`config.mk`:
```
export PLATFORM = sky130hd
export DESIGN_NAME = nand_async_seq
export DESIGN_NICKNAME = d
export VERILOG_FILES = /design/src/rtl/nand_async_seq.sv
export SDC_FILE = /design/constraint.sdc
export NUM_CORES = 1
export LEC_CHECK = 0
export CORE_MARGIN = 3
export CORE_UTILIZATION = 35
export DETAILED_ROUTE_END_ITERATION = 6
export PLACE_DENSITY = 0.7
export SLEW_MARGIN = 10
export SYNTH_ARGS = -nofsm -noshare
export SYNTH_HDL_FRONTEND = slang
export SYNTH_SLANG_ARGS = --single-unit
```
`constraint.sdc`:
```
create_clock -name clk0 -period 1.6 [get_ports clk0]
set_input_delay 0.32 -clock clk0 [delete_from_list [all_inputs] [get_ports clk0]]
set_output_delay 0.32 -clock clk0 [all_outputs]
set_load 0.005 [all_outputs]
```
`src/rtl/nand_async_seq.sv`:
```
`timescale 1ns/1ps
// nand_async_seq: turns a byte-wide request stream into ONFI asynchronous-mode
// latch cycles (command, address, data-in, data-out) for the NAND PHY.
// Every timing phase is counted in clk0 cycles.
//
// Ports:
//   clk0, rst0           clock, synchronous active-high reset
//   req_valid/req_ready  request handshake (ready only while idle)
//   req_type/req_data    00 CMD, 01 ADDR, 10 DIN, 11 DOUT; byte payload
//   req_ce/req_last      active-high chip select; release CE# after this request
//   cfg_wpn              write-protect level forwarded to ctrl_wpn
//   rsp_valid/rsp_data   one-cycle pulse with the captured read byte
//   ctrl_*               CLE, ALE, RE# (wrn), WP#, CE#, WE# (wen), wen_sel to PHY
//   dq_oe_n              active-low DQ output enable
//   wr_data_rise/fall    write byte to PHY (both halves carry the same byte)
//   rd_data_comb         PHY combinational read data
module nand_async_seq #(
    parameter int unsigned T_SETUP = 1,
    parameter int unsigned T_WP    = 3,
    parameter int unsigned T_WH    = 2,
    parameter int unsigned T_RP    = 3,
    parameter int unsigned T_REH   = 2
) (
    input  logic       clk0,
    input  logic       rst0,
    input  logic       req_valid,
    output logic       req_ready,
    input  logic [1:0] req_type,
    input  logic [7:0] req_data,
    input  logic [1:0] req_ce,
    input  logic       req_last,
    input  logic       cfg_wpn,
    output logic       rsp_valid,
    output logic [7:0] rsp_data,
    output logic       ctrl_cle,
    output logic       ctrl_ale,
    output logic       ctrl_wrn,
    output logic       ctrl_wpn,
    output logic [1:0] ctrl_cen,
    output logic       ctrl_wen,
    output logic       ctrl_wen_sel,
    output logic       dq_oe_n,
    output logic [7:0] wr_data_rise,
    output logic [7:0] wr_data_fall,
    input  logic [7:0] rd_data_comb
);

    localparam int unsigned DATA_W = 8;
    localparam int unsigned CE_W   = 2;
    localparam int unsigned CNT_W  = 4;
    localparam int unsigned TYPE_W = 2;

    localparam logic [1:0] ST_IDLE  = 2'd0;
    localparam logic [1:0] ST_SETUP = 2'd1;
    localparam logic [1:0] ST_PULSE = 2'd2;
    localparam logic [1:0] ST_HOLD  = 2'd3;

    localparam logic [TYPE_W-1:0] TYPE_CMD  = 2'b00;
    localparam logic [TYPE_W-1:0] TYPE_ADDR = 2'b01;
    localparam logic [TYPE_W-1:0] TYPE_DOUT = 2'b11;

    // Counter reload values: each phase lasts (load + 1) cycles.
    localparam logic [CNT_W-1:0] CNT_SETUP = CNT_W'(T_SETUP - 1);
    localparam logic [CNT_W-1:0] CNT_WP    = CNT_W'(T_WP - 1);
    localparam logic [CNT_W-1:0] CNT_WH    = CNT_W'(T_WH - 1);
    localparam logic [CNT_W-1:0] CNT_RP    = CNT_W'(T_RP - 1);
    localparam logic [CNT_W-1:0] CNT_REH   = CNT_W'(T_REH - 1);

    logic [1:0]        r_state;
    logic [CNT_W-1:0]  r_cnt;
    logic [TYPE_W-1:0] r_type;
    logic              r_last;
    logic              r_req_ready;
    logic              r_rsp_valid;
    logic [DATA_W-1:0] r_rsp_data;
    logic              r_cle;
    logic              r_ale;
    logic              r_wrn;
    logic              r_wpn;
    logic [CE_W-1:0]   r_cen;
    logic              r_wen;
    logic              r_wen_sel;
    logic              r_dq_oe_n;
    logic [DATA_W-1:0] r_wr_data;

    logic [1:0]        w_state_nxt;
    logic [CNT_W-1:0]  w_cnt_nxt;
    logic [TYPE_W-1:0] w_type_nxt;
    logic              w_last_nxt;
    logic              w_ready_nxt;
    logic              w_rsp_valid_nxt;
    logic [DATA_W-1:0] w_rsp_data_nxt;
    logic              w_cle_nxt;
    logic              w_ale_nxt;
    logic              w_wrn_nxt;
    logic [CE_W-1:0]   w_cen_nxt;
    logic              w_wen_nxt;
    logic              w_dq_oe_n_nxt;
    logic [DATA_W-1:0] w_wr_data_nxt;
    logic              w_is_rd;
    logic              w_cnt_zero;

    assign w_is_rd    = (r_type == TYPE_DOUT);
    assign w_cnt_zero = (r_cnt == '0);

    // Next-state and next-output logic; outputs are registered from these.
    always_comb begin
        w_state_nxt     = r_state;
        w_cnt_nxt       = r_cnt;
        w_type_nxt      = r_type;
        w_last_nxt      = r_last;
        w_ready_nxt     = r_req_ready;
        w_rsp_valid_nxt = 1'b0;
        w_rsp_data_nxt  = r_rsp_data;
        w_cle_nxt       = r_cle;
        w_ale_nxt       = r_ale;
        w_wrn_nxt       = r_wrn;
        w_cen_nxt       = r_cen;
        w_wen_nxt       = r_wen;
        w_dq_oe_n_nxt   = r_dq_oe_n;
        w_wr_data_nxt   = r_wr_data;

        case (r_state)
            ST_IDLE: begin
                w_cle_nxt     = 1'b0;
                w_ale_nxt     = 1'b0;
                w_dq_oe_n_nxt = 1'b1;
                w_wen_nxt     = 1'b1;
                w_wrn_nxt     = 1'b1;
                w_ready_nxt   = 1'b1;
                if (req_valid) begin
                    // Latch controls now so they are stable for the setup phase.
                    w_state_nxt   = ST_SETUP;
                    w_cnt_nxt     = CNT_SETUP;
                    w_type_nxt    = req_type;
                    w_last_nxt    = req_last;
                    w_ready_nxt   = 1'b0;
                    w_cen_nxt     = ~req_ce;
                    w_cle_nxt     = (req_type == TYPE_CMD);
                    w_ale_nxt     = (req_type == TYPE_ADDR);
                    w_dq_oe_n_nxt = (req_type == TYPE_DOUT);
                    if (req_type != TYPE_DOUT) begin
                        w_wr_data_nxt = req_data;
                    end
                end
            end
            ST_SETUP: begin
                if (w_cnt_zero) begin
                    w_state_nxt = ST_PULSE;
                    if (w_is_rd) begin
                        w_cnt_nxt = CNT_RP;
                        w_wrn_nxt = 1'b0;
                    end else begin
                        w_cnt_nxt = CNT_WP;
                        w_wen_nxt = 1'b0;
                    end
                end else begin
                    w_cnt_nxt = r_cnt - CNT_W'(1);
                end
            end
            ST_PULSE: begin
                if (w_cnt_zero) begin
                    // Read data is sampled on the RE# rising edge.
                    w_state_nxt = ST_HOLD;
                    w_cnt_nxt   = w_is_rd ? CNT_REH : CNT_WH;
                    w_wen_nxt   = 1'b1;
                    w_wrn_nxt   = 1'b1;
                    if (w_is_rd) begin
                        w_rsp_data_nxt  = rd_data_comb;
                        w_rsp_valid_nxt = 1'b1;
                    end
                end else begin
                    w_cnt_nxt = r_cnt - CNT_W'(1);
                end
            end
            ST_HOLD: begin
                if (w_cnt_zero) begin
                    w_state_nxt   = ST_IDLE;
                    w_ready_nxt   = 1'b1;
                    w_cle_nxt     = 1'b0;
                    w_ale_nxt     = 1'b0;
                    w_dq_oe_n_nxt = 1'b1;
                    if (r_last) begin
                        w_cen_nxt = {CE_W{1'b1}};
                    end
                end else begin
                    w_cnt_nxt = r_cnt - CNT_W'(1);
                end
            end
            default: begin
                w_state_nxt = ST_IDLE;
                w_cnt_nxt   = '0;
                w_ready_nxt = 1'b1;
            end
        endcase
    end

    // State and output registers.
    always_ff @(posedge clk0) begin
        if (rst0) begin
            r_state     <= ST_IDLE;
            r_cnt       <= '0;
            r_type      <= '0;
            r_last      <= 1'b0;
            r_req_ready <= 1'b1;
            r_rsp_valid <= 1'b0;
            r_rsp_data  <= '0;
            r_cle       <= 1'b0;
            r_ale       <= 1'b0;
            r_wrn       <= 1'b1;
            r_wpn       <= 1'b0;
            r_cen       <= {CE_W{1'b1}};
            r_wen       <= 1'b1;
            r_wen_sel   <= 1'b1;
            r_dq_oe_n   <= 1'b1;
            r_wr_data   <= '0;
        end else begin
            r_state     <= w_state_nxt;
            r_cnt       <= w_cnt_nxt;
            r_type      <= w_type_nxt;
            r_last      <= w_last_nxt;
            r_req_ready <= w_ready_nxt;
            r_rsp_valid <= w_rsp_valid_nxt;
            r_rsp_data  <= w_rsp_data_nxt;
            r_cle       <= w_cle_nxt;
            r_ale       <= w_ale_nxt;
            r_wrn       <= w_wrn_nxt;
            r_wpn       <= cfg_wpn;
            r_cen       <= w_cen_nxt;
            r_wen       <= w_wen_nxt;
            r_wen_sel   <= 1'b1;
            r_dq_oe_n   <= w_dq_oe_n_nxt;
            r_wr_data   <= w_wr_data_nxt;
        end
    end

    assign req_ready    = r_req_ready;
    assign rsp_valid    = r_rsp_valid;
    assign rsp_data     = r_rsp_data;
    assign ctrl_cle     = r_cle;
    assign ctrl_ale     = r_ale;
    assign ctrl_wrn     = r_wrn;
    assign ctrl_wpn     = r_wpn;
    assign ctrl_cen     = r_cen;
    assign ctrl_wen     = r_wen;
    assign ctrl_wen_sel = r_wen_sel;
    assign dq_oe_n      = r_dq_oe_n;
    assign wr_data_rise = r_wr_data;
    assign wr_data_fall = r_wr_data;

endmodule

```
=== After elaboration in Yosys (flattened, before gate mapping) ===
Cells that the tools add are included.

* Bits in latches: 0
* RAM bits: 0
* Output and inout port bits: 35
* Flip-flop bits (word level): 35
* Bits of input ports: 25
* Memories kept: 0
* ROM bits: 0

* Shift operators: 0
* Multiply operators: 0
* Add/sub/neg operators: 1
* Eq/ne operators: 15
* $lt $le $gt $ge: 0
* Bitwise operators: 3
* Reductions and logical operators: 15
* Muxes and demuxes: 31
* Div/mod/pow operators: 0

{| class="wikitable"
|+ Operators with widths
! kind !! number
|-
| 2-bit inequality test (second input constant) || 9
|-
| 4-bit 2-to-1 mux || 4
|-
| 4-bit case mux with 4 select lines || 1
|-
| 4-bit AND reduction || 4
|-
| 2-bit 2-to-1 mux || 7
|-
| 1-bit 2-to-1 mux || 11
|-
| 2-bit equality test (second input constant) || 4
|-
| 1-bit case mux with 2 select lines || 4
|-
| 2-bit case mux with 4 select lines || 1
|-
| 1-bit case mux with 3 select lines || 2
|-
| 2-bit AND reduction || 3
|-
| 3-bit AND reduction || 2
|-
| 2-bit by 1-bit equality test with 1-bit output (second input constant) || 2
|-
| 2-bit logical NOT || 2
|-
| 4-bit logical NOT || 1
|-
| 2-bit case mux with 2 select lines || 1
|-
| 4-bit by 1-bit subtractor with 4-bit output (second input constant) || 1
|-
| 3-bit nonzero test || 1
|-
| 3-bit OR reduction || 1
|-
| 1-bit NOT || 2
|-
| 2-bit NOT || 1
|-
| 2-bit nonzero test || 1
|}

=== Logic depth before layout (Yosys ltp) ===
Gate-level depths: netlist of the first run.

* Depth in word-level cells: 4
* Depth in mapped cells: 7
* Mapped depth without buffers: 5

=== Worst setup path before layout of the first run ===
OpenSTA, ideal clock, no wires.

* Path type: register to register
* Start: register r_state[0]
* End: register r_cnt[2]
* Cell stages (with the launch flop): 8
* Arrival: 1623 ps
* Clock period less this slack: 1743 ps
* Setup time: 120 ps
* Slack: -143 ps
* Buffers on the path: 2
* Cell sequence: dfxtp_1 -> inv_1 -> ha_1 -> buf_6 -> or3_1 -> buf_6 -> and4_4 -> a211o_1

* Word-level cells in the longest chain between the ends: 3
* Elaborated cells on any way between the ends: 8
* Those cells by class: eq/ne (5); mux (1); reduce/logical (2)

{| class="wikitable"
|+ RTL lines
! element !! RTL line !! RTL
|-
| start: declaration || 69 || <nowiki>logic [1:0] r_state;</nowiki>
|-
| start signal: assignment || 218 || <nowiki>r_state <= w_state_nxt;</nowiki>
|-
| 2-bit equality test / 2-bit logical NOT (equally long branches) || 123 || <nowiki>case (r_state)</nowiki>
|-
| 2-bit inequality test (no source line) || n/a ||
|-
| 2-bit AND reduction (no source line) || n/a ||
|-
| end signal: assignment || 219 || <nowiki>r_cnt <= w_cnt_nxt;</nowiki>
|-
| end: declaration || 70 || <nowiki>logic [CNT_W-1:0] r_cnt;</nowiki>
|}

Several ways; a longest one is shown, not always the timed one.
A chain may end at the register's enable or synchronous reset.

=== Worst setup path in the final report of the first run ===
* Start: register r_state[1]
* End: register r_cnt[2]

Same word-level chain as after synthesis.

==> summary.md, run 1 <==
| Metric | Value |
|---|---|
| Synth Instances | `202` |
| Mapped Nets | `233` |
| Routed wire per std cell | `13.06 um` |
| Largest family of logic cells by synthesized area | `simple AND/OR/NAND/NOR gates` |
| Total power | `3.509 mW` |
| Clk sink count | `35` |
| Critical path launch point type | `flop` |
| Post-CTS Setup Bufs | `0` |
| Total Nets Final | `302` |
| Post-synthesis compound-gate area fraction | `19.84%` |
| Total of max-cap violations | `0` |
| Antenna-violating nets left | `0` |
| Share of cells above drive strength 1 | `18.01%` |
| DR pass1 iterations | `4` |
| DPL Wire Length | `3.261 mm` |
| Crit path kind | `reg -> reg` |
| Post-route DRC violation count | `0` |
| Synth top area share | `40.70%` |
| Period minus WS final | `1.545 ns` |
| Most common library cells after synthesis | `dfxtp_1, a21oi_1, nand3_1` |
| Core Util, Final | `57.23%` |
| Slew Viols, Final | `0` |
| Hold Vio Cnt, Final | `0` |
| FF-to-FF setup slack | `0.06 ns` |
| Status | `finished clean` |
| Final Cycle Share | `96.55%` |
| Num CTS Buffers | `5` |
| CP Capture Type | `flop` |
| Yosys cell types | `40` |
| DR vias | `1651` |
| Starting DRC count in detailed routing | `71` |
| Via-to-Cell Ratio | `4.899` |
| Critical Path RT | `1.78 ns` |
| Post-Synth Adder-Cell Area | `4.360%` |
| Ys Warns | `0` |
| Clock Skew | `0.005112 ns` |
| Clock insertion delay at the later pin of the skew report | `0.29 ns` |
| Buffers on Ports | `58` |
| Post-synth EDFFs | `0` |
| First-pass GRT wire length | `7.541 mm` |
| Async S/R FF share, synth | `0%` |
| Fmax | `0.6473 GHz` |
| CTS max path bufs | `2` |
| Die W | `76.14 um` |
| Leakage power | `1.012 nW` |
| Core Area | `4534 um^2` |
| Main area contributors after synthesis | `dfxtp_1, a21oi_1, nand3_1` |
| Antenna fix cells | `0` |
| H-tree depth | `2` |
| Hold_buf cts | `0` |
| Hold crit path type | `reg -> reg` |
| Worst vdd ir | `674.2 uV` |
| Die H | `76.14 um` |
| Clk slew on worst S/H paths | `0.07 ns` |
| Final Wtd Congestion | `0.8199` |
| Synthesized area per cell | `8.523 um^2` |
| Yosys top cell by area | `dfxtp_1` |
| Count leader, synth | `dfxtp_1` |
| Mux cell area share after synthesis | `2.398%` |
| Ports | `60` |
| Initial Utilization | `37.97%` |
| Initial antenna violation count | `0` |
| Synthesized flop and latch total | `35` |
| GRT Util Overall | `15.82%` |
| Synth Area in XOR/XNOR | `0%` |
| Post-synthesis sequential area ratio | `40.70%` |
| Overall die area | `5797 um^2` |
| Simple-Gate Fraction of Synth Area | `23.33%` |
| Vias in the first global route | `1577` |
| Pin count of the biggest net entering global routing | `14` |
| Grt ovf | `0` |
| Synthesized area | `1722 um^2` |
| Final setup fails | `0` |
| Area Overhead vs Synth | `50.73%` |
| WP data arrival | `1.72 ns` |
| Site Rows | `24` |
| CTS tree | `yes` |
| Total wire length | `4.401 mm` |
| Root Buffer | `clkbuf_8` |
| CP Max Fanout | `4` |
| Main synth FF type | `dfxtp_1` |
| RSZ-0062 raised after global routing | `true` |
| Pwr Density | `1352 nW/um^2` |
-- final cells by class --
type | instances | area [um^2]
Sequential cell | 35 | 703.2
Clock inverter | 3 | 43.79
Tap cell | 65 | 81.33
Timing Repair Buffer | 84 | 775.7
Inverter | 6 | 22.52
Multi-Input combinational cell | 139 | 899.6
Fill cell | 405 | 1939
Clock buffer | 5 | 68.82
-- sequential cells by signal, summed over array words and instances (netlist names), 2 cells and up --
signal        flops
wr_data_fall      8
r_state           2
r_type            2
rsp_data          8
ctrl_cen          2
r_cnt             4
-- worst max-delay path, stage by stage (launching register included) --
cell and delay [ns]:
dfxtp_2 0.37, inv_1 0.07, ha_2 0.18, or3_4 0.38, and4_4 0.17, a211o_1 0.25
-- power breakdown --
group / internal, mW / total, mW / switching (mW)
clock: 0.464 / 0.806 / 0.342
sequential: 1.01 / 1.10 / 0.0972
combinational: 0.849 / 1.60 / 0.751
-- timing repair --
item,CTS,global route
gates cloned,0,0
hold endpoints to repair,0,0
gates resized for setup,2,4
endpoints found under the setup margin,4,16
-- layer usage --
metal | routed length, um | GRT usage (%)
met4 | 53 | 5.978
met2 | 1994 | 24.56
met5 | 0 | 0
met1 | 2104 | 20.90
met3 | 249 | 4.374
-- path summary, 6_finish.rpt --
| kind | startpoint | to | depth (start not counted) |
|---|---|---|---|
| setup / recovery | r_state[1]$_SDFFE_PP0P_ | r_cnt[2]$_SDFFE_PP0P_ | 5 |
| hold / removal | ctrl_ale$_SDFFE_PP0P_ | ctrl_ale$_SDFFE_PP0P_ | 2 |
| setup reg to reg | r_state[1]$_SDFFE_PP0P_ | r_cnt[2]$_SDFFE_PP0P_ | 5 |
| hold reg to reg | ctrl_ale$_SDFFE_PP0P_ | ctrl_ale$_SDFFE_PP0P_ | 2 |
-- kinds of logic after synthesis --
group | after synthesis
AO/OA/AOI/OAI | 59
other | 1
AND/OR/NAND/NOR | 69
adder cells (fa/ha/maj) | 6
multiplexers | 4
buffers and inverters | 28
flip-flops | 35
-- metrics by stage --
step,TNS (ns),setup slack (ns),instances,cell area (um^2),hold slack (ns)
finish,0,0.05522,337,2595,0.4681
global route,-0.01504,-0.01134,337,2595,0.4865
CTS,0,0.01312,337,2579,0.4683
detailed placement,-0.1465,-0.1033,329,2461,0.4594
global placement,-0.04483,-0.04483,329,2461,0.4558
floorplan,-0.01003,-0.01003,202,1739,0.4482
-- placed cells by master (no fill, tap or decap), types with 2 or more instances in the layout --
cell,instances
o21ai_1,10
buf_4,26
a221oi_1,2
nand2_1,8
o22ai_1,2
ha_2,3
nand4_1,2
and3_1,2
o21ai_0,9
nor3_1,4
clkdlybuf4s50_1,58
ha_1,2
nand2b_1,7
dfxtp_2,2
nor2b_1,5
o21bai_1,4
dfxtp_1,33
a32o_1,2
inv_1,5
mux2i_1,3
and2_1,2
clkbuf_8,5
nand3_1,22
nor2_1,3
a21oi_1,24
a211oi_1,5
No activity file was read; power rests on OpenSTA's default activity.
==> inputs of run 2 (changes only) <==
--- a/config.mk
+++ b/config.mk
@@ -7,6 +7,7 @@
 export LEC_CHECK = 0
 export CORE_MARGIN = 3
 export CORE_UTILIZATION = 35
+export CTS_CLUSTER_DIAMETER = 40
 export DETAILED_ROUTE_END_ITERATION = 6
 export PLACE_DENSITY = 0.7
 export SLEW_MARGIN = 10
==> results of run 2 <==
Same layout as run 1: the final DEF is identical, and so are final timing and power.
